## config.mk

```make
export PLATFORM = sky130hd
export DESIGN_NAME = regfile_mp
export DESIGN_NICKNAME = d
export VERILOG_FILES = /design/src/rtl/regfile_pkg.sv /design/src/rtl/regfile_clearctl.sv /design/src/rtl/regfile_mp.sv
export SDC_FILE = /design/constraint.sdc
export NUM_CORES = 2
export LEC_CHECK = 0
export CORE_AREA = 2 2 429 261
export DETAILED_ROUTE_END_ITERATION = 12
export DIE_AREA = 0 0 431 263
export PLACE_DENSITY = 0.72
export RECOVER_POWER = 25
export SLEW_MARGIN = 20
export SYNTH_ARGS = -nofsm -noshare
export SYNTH_HDL_FRONTEND = slang
export SYNTH_SLANG_ARGS = --single-unit
```

## constraint.sdc

```tcl
create_clock -name clock -period 2 [get_ports clock]
set_input_delay 0.2 -clock clock [delete_from_list [all_inputs] [get_ports clock]]
set_output_delay 0.2 -clock clock [all_outputs]
set_load 0.05 [all_outputs]
```

## src/rtl/regfile_pkg.sv

```systemverilog
// Shared constants and clear-FSM state type for the multi-port register file.
package regfile_pkg;
  localparam int DATA_W_DEF = 32;
  localparam int ADDR_W_DEF = 5;

  typedef enum logic {IDLE = 1'b0, CLEAR = 1'b1} clr_state_e;
endpackage

```

## src/rtl/regfile_clearctl.sv

```systemverilog
// Clear sequencer: walks addresses 1..DEPTH-1 one per cycle, strobing a zero-write.
module regfile_clearctl
  import regfile_pkg::*;
#(
  parameter int ADDR_W = ADDR_W_DEF
) (
  input  logic              i_clk,
  input  logic              i_rst_n,
  input  logic              i_req,
  output logic              o_busy,
  output logic              o_done,
  output logic [ADDR_W-1:0] o_clr_addr,
  output logic              o_clr_we
);
  localparam logic [ADDR_W-1:0] LAST = '1;

  clr_state_e        r_state, w_state_nxt;
  logic [ADDR_W-1:0] r_cnt, w_cnt_nxt;
  logic              r_done, w_done_nxt;

  always_ff @(posedge i_clk or negedge i_rst_n) begin
    if (!i_rst_n) begin
      r_state <= IDLE;
      r_cnt   <= '0;
      r_done  <= 1'b0;
    end else begin
      r_state <= w_state_nxt;
      r_cnt   <= w_cnt_nxt;
      r_done  <= w_done_nxt;
    end
  end

  // Address 0 is hardwired to zero, so the walk starts at 1 and holds at LAST.
  always_comb begin
    w_state_nxt = r_state;
    w_cnt_nxt   = r_cnt;
    w_done_nxt  = 1'b0;
    case (r_state)
      IDLE: begin
        if (i_req) begin
          w_state_nxt = CLEAR;
          w_cnt_nxt   = ADDR_W'(1);
        end
      end
      CLEAR: begin
        if (r_cnt == LAST) begin
          w_state_nxt = IDLE;
          w_done_nxt  = 1'b1;
        end else begin
          w_cnt_nxt = r_cnt + ADDR_W'(1);
        end
      end
      default: w_state_nxt = IDLE;
    endcase
  end

  assign o_busy     = (r_state == CLEAR);
  assign o_clr_we   = (r_state == CLEAR);
  assign o_clr_addr = r_cnt;
  assign o_done     = r_done;
endmodule

```

## src/rtl/regfile_mp.sv

```systemverilog
// Two-read/one-write register file, r0 hardwired to zero, with a sequenced clear.
// Define REGFILE_BYPASS_EN to forward same-edge write data onto the read outputs.
module regfile_mp
  import regfile_pkg::*;
#(
  parameter int DATA_W = DATA_W_DEF,
  parameter int ADDR_W = ADDR_W_DEF
) (
  input  logic              clock,
  input  logic              reset,
  input  logic [ADDR_W-1:0] regS,
  input  logic [ADDR_W-1:0] regT,
  input  logic [ADDR_W-1:0] regD,
  input  logic [DATA_W-1:0] regsIn,
  input  logic              registerFileWP,
  input  logic              clearReq,
  output logic [DATA_W-1:0] regsOutA,
  output logic [DATA_W-1:0] regsOutB,
  output logic              clearBusy,
  output logic              clearDone
);
  localparam int DEPTH = 2 ** ADDR_W;

  logic [DATA_W-1:0] r_mem [DEPTH];
  logic [DATA_W-1:0] r_out_a, r_out_b;
  logic [DATA_W-1:0] w_rd_a, w_rd_b;
  logic              w_busy, w_done, w_clr_we, w_we;
  logic [ADDR_W-1:0] w_clr_addr;

  regfile_clearctl #(.ADDR_W(ADDR_W)) u_clearctl (
    .i_clk      (clock),
    .i_rst_n    (reset),
    .i_req      (clearReq),
    .o_busy     (w_busy),
    .o_done     (w_done),
    .o_clr_addr (w_clr_addr),
    .o_clr_we   (w_clr_we)
  );

  // A clear in progress owns the write port; user writes never collide with it.
  assign w_we = !registerFileWP && !w_busy && (regD != '0);

  always_ff @(posedge clock or negedge reset) begin
    if (!reset) begin
      for (int i = 0; i < DEPTH; i++) r_mem[i] <= '0;
    end else begin
      if (w_we)     r_mem[regD]       <= regsIn;
      if (w_clr_we) r_mem[w_clr_addr] <= '0;
    end
  end

`ifdef REGFILE_BYPASS_EN
  assign w_rd_a = (w_we && (regD == regS)) ? regsIn : r_mem[regS];
  assign w_rd_b = (w_we && (regD == regT)) ? regsIn : r_mem[regT];
`else
  assign w_rd_a = r_mem[regS];
  assign w_rd_b = r_mem[regT];
`endif

  always_ff @(posedge clock or negedge reset) begin
    if (!reset) begin
      r_out_a <= '0;
      r_out_b <= '0;
    end else begin
      r_out_a <= w_rd_a;
      r_out_b <= w_rd_b;
    end
  end

  assign regsOutA  = r_out_a;
  assign regsOutB  = r_out_b;
  assign clearBusy = w_busy;
  assign clearDone = w_done;
endmodule

```

==> flow_summary.ini <==
[final_layout]
nFillCells = 8318
syn_to_final_growth_pct = 22.0
final_nets = 7213
fin_cells = 8690
drive_gt1_share_pct = 15.2

[sta]
finalHoldViolations = 0
rsz0062_at_grt = yes
max_freq_ghz = 0.478
layout_min_cycle_time_ns = 2.09
period_share_pct = 105
fin_skew_ns = 0.0304
layout_setup_ws_ns = -0.0928
maxSlewViolCount = 0
worstMarginPinSlew_ns = 1.36
hold_slack_ns = 0.168
setup_tns_ns = -3.50
relSlewSlack_pct = 9.43
setup_violations = 143

[yosys]
synthMuxAreaShare_pct = 17.2
ys_warn_count = 0
syn-cell-area_mm2 = 0.0598
ys_seq_elements = 1095
syn_inst = 6985
ys_seq_area_share_pct = 45.8
syn_avg_cell_area_um2 = 8.56
synthAdderAreaFrac_pct = 0.105
synth-simple-area-share_pct = 17.5
synth_xor_area_share_pct = 0
synth_top_family_by_area = simple AND/OR/NAND/NOR gates
synthesis.nets = 7041
synth_compound_area_share_pct = 14.9
yosysUniqueCellTypes = 32

[setup_path]
worstPathCellList = buf_6, nor3b_4, buf_6, buf_6, and3_4, nand3_4, clkbuf_16, nand2_1, a21oi_1
critical_path.top_delay_family = buffers and inverters
worstSetupEndpointType = flop
reg2reg_depth = 9
path_buf_inv = 4
ff2ff_setup_slack_ns = -0.09
reg2reg_to = r_mem[3]$_DFF_PN0_
required_ns = 2.61
slowest_stage = dfrtp_2
crit_path_start_kind = flop
cp_max_fo = 8
path_class = reg -> reg
r2r_start = u_clearctl.o_busy$_DFF_PN0_
arrival_ns = 2.71
max_stage_delay_ns = 0.47
path_common_cell = buf_6

[detailed_routing]
viasPerCell = 6.81
vias = 59198
ant_nets = 0
wirelength_um = 252000
dr.pass1.iters = 9
wl_per_cell_um = 29.0
drc = 0
initialDrtViolationCount = 9661

[power]
leakagePower_nw = 33.1
pwr-share-clk_pct = 37.1
power.density_mw_per_mm2 = 813
seqPwrFrac_pct = 42.6
switching_power_mw = 19.1
max-vdd-ir-drop_mv = 0.721
swShare_pct = 32.2
internal_power_mw = 40.2
p_comb_share_pct = 20.4

[flow_run]
maxCapViolCount = 0

[hold_path]
holdCritPathClass = in -> reg
hold_start = clearReq
min_to = u_clearctl.o_clr_addr[4]$_DFFE_PN0P_
holdPathStages = 2

[placed_design]
gp_congestion = 0.960
io_buffers = 116
dp.cells = 8432
dp_hpwl_um = 150000

[global_route]
grt_max_degree = 109
track_usage_pct = 41.0
antenna_found_initial = 7
grt_pass1_wl_um = 352000
overflow = 0
grt_pass1_vias = 56427

[floorplan]
die_y_um = 263
ios = 117
rows = 94
initial_utilization_pct = 54.8
core_mm2 = 0.109
die_area_mm2 = 0.113
die_w_um = 431

[clock_network]
htree_levels = 3
cts_num_sinks = 1095
cts_tree = done
cts_buffers = 104
root_buffer = clkbuf_16
clk_latency_ns = 0.77
clk_path_buf_depth = 3
path_clk_slew_ns = 0.07

[run_status]
status = finished with violations
violations = negative setup slack
==> routing by layer <==
layer / share of wire [%] / vias to the layer above / track usage, %
li1: - / 24277 / -
met1: 37 / 28592 / 55.6
met2: 40 / 5143 / 57.1
met3: 17 / 1174 / 14.6
met4: 6.4 / 12 / 21.9
met5: 0.031 / - / 0.336
==> how the worst max path moves through the flow <==
| stage | endpoint | from | slack (ns) | cells past startpoint |
|---|---|---|---|---|
| 2_1_floorplan | r_mem[610]$_DFF_PN0_ | u_clearctl.o_busy$_DFF_PN0_ | -0.05 | 7 |
| 3_3_place_gp | regsOutB[14]$_DFF_PN0_ | regT[2] | -0.39 | 9 |
| 3_5_place_dp | regsOutA[1]$_DFF_PN0_ | regS[0] | -0.37 | 9 |
| 4_1_cts | r_mem[870]$_DFF_PN0_ | u_clearctl.o_busy$_DFF_PN0_ | -0.002 | 8 |
| 5_1_grt | r_mem[3]$_DFF_PN0_ | u_clearctl.o_busy$_DFF_PN0_ | -0.11 | 9 |
| 6_report | r_mem[3]$_DFF_PN0_ | u_clearctl.o_busy$_DFF_PN0_ | -0.09 | 9 |
==> cell type report <==
type                            instances  area, um^2  share of cell area (%)
Antenna cell                            5        12.5                  0.0172
Clock buffer                          137        2940                    4.03
Clock inverter                         57         752                    1.03
Inverter                                4        15.0                  0.0206
Multi-Input combinational cell       5239       31400                    43.0
Sequential cell                      1095       27400                    37.6
Tap cell                             1440        1800                    2.47
Timing Repair Buffer                  713        8660                    11.9
==> Yosys cell counts, drive strengths merged <==
cell type,n,area share [%]
nand2,2211,14
a21oi,1186,9.9
dfrtp,1095,46
mux2i,1024,17
clkbuf,445,2.8
nand3,208,1.7
buf,202,1.6
a22oi,192,2.4
a22o,128,1.9
nor3,72,0.64
nor2,67,0.42
a31oi,64,0.67
and2,35,0.37
nand2b,11,0.12
nor2b,9,0.094
ha,5,0.10
nand4,5,0.052
inv,4,0.025
nand3b,4,0.050
o21ai,4,0.033
or2,4,0.042
and3,2,0.021
a21boi,1,0.013
mux2,1,0.019
nor3b,1,0.021
nor4b,1,0.015
o22ai,1,0.010
or3,1,0.010
or3b,1,0.015
or4b,1,0.017
==> stage by stage <==
stage / power [mW] / cell area (um^2) / worst slack, ns / utilization (%)
CTS: 58.4 / 70900 / -0.00162 / 65.0
detailed placement: 37.0 / 67200 / -0.373 / 61.6
global route: 60.8 / 72900 / -0.108 / 66.9
floorplan: 31.3 / 59800 / -0.0485 / -
global placement: 36.6 / 67200 / -0.390 / 61.6
finish: 59.3 / 72900 / -0.0928 / 66.9
==> flip-flops by register name (all words and copies together), names as in the netlist <==
signal and flops:
r_mem 1024, regsOutA 32, regsOutB 32, u_clearctl.o_busy 1, u_clearctl.o_clr_addr 5, u_clearctl.o_done 1
==> what timing repair did <==
item / 4_1_cts / 5_1_grt
gates resized for setup: 82 / 354
setup endpoints to repair: 77 / 581
hold buffers: 2 / 0
pin swaps: 1 / 140
hold endpoints to repair: 1067 / 0
gates cloned: 1 / 33
buffers inserted: 1 / 24
==> worst reg2reg max path, stage by stage, from the launching register on <==
cell and delay, ns:
dfrtp_2 0.47, buf_6 0.16, nor3b_4 0.18, buf_6 0.17
buf_6 0.10, and3_4 0.21, nand3_4 0.23, clkbuf_16 0.30
nand2_1 0.09, a21oi_1 0.06
==> power groups by stage <==
stage	clock network [mW]	registers (mW)	logic, mW
after floorplan	0	25.7	5.67
after global routing	22.8	25.4	12.6
after CTS	21.9	25.1	11.4
final	22.0	25.2	12.1
after detailed placement	0	25.5	11.5
after global placement	0	25.4	11.2
==> logic make-up after synthesis <==
group / count (synthesis)
flip-flops: 1095
adder cells (fa/ha/maj): 5
buffers and inverters: 651
multiplexers: 1025
AO/OA/AOI/OAI: 1576
AND/OR/NAND/NOR: 2633
==> placed cells by master (no fill, tap or decap), types with 5 or more instances in the layout <==
| master | n |
|---|---|
| buf_8 | 8 |
| nand2_1 | 2107 |
| nor3_4 | 6 |
| nand4_1 | 5 |
| a22o_1 | 128 |
| nor3_1 | 64 |
| nor2_2 | 14 |
| mux2i_1 | 1024 |
| ha_1 | 5 |
| clkbuf_1 | 18 |
| clkinv_2 | 31 |
| a31oi_1 | 64 |
| dfrtp_1 | 1094 |
| diode_2 | 5 |
| buf_12 | 203 |
| nor2_4 | 47 |
| bufinv_16 | 14 |
| nor2b_1 | 5 |
| nand2_2 | 33 |
| nand3_1 | 199 |
| nand3_2 | 6 |
| nand2_4 | 69 |
| clkbuf_2 | 20 |
| a22oi_1 | 192 |
| clkdlybuf4s50_1 | 47 |
| buf_4 | 303 |
| nand2b_1 | 7 |
| a21oi_1 | 1072 |
| a21oi_2 | 114 |
| and2_1 | 33 |
| buf_6 | 26 |
| dlygate4sd2_1 | 57 |
| nor2_1 | 6 |
| clkbuf_16 | 129 |
| clkbuf_4 | 8 |
| clkbuf_8 | 21 |
(Power assumes the default switching activity.)
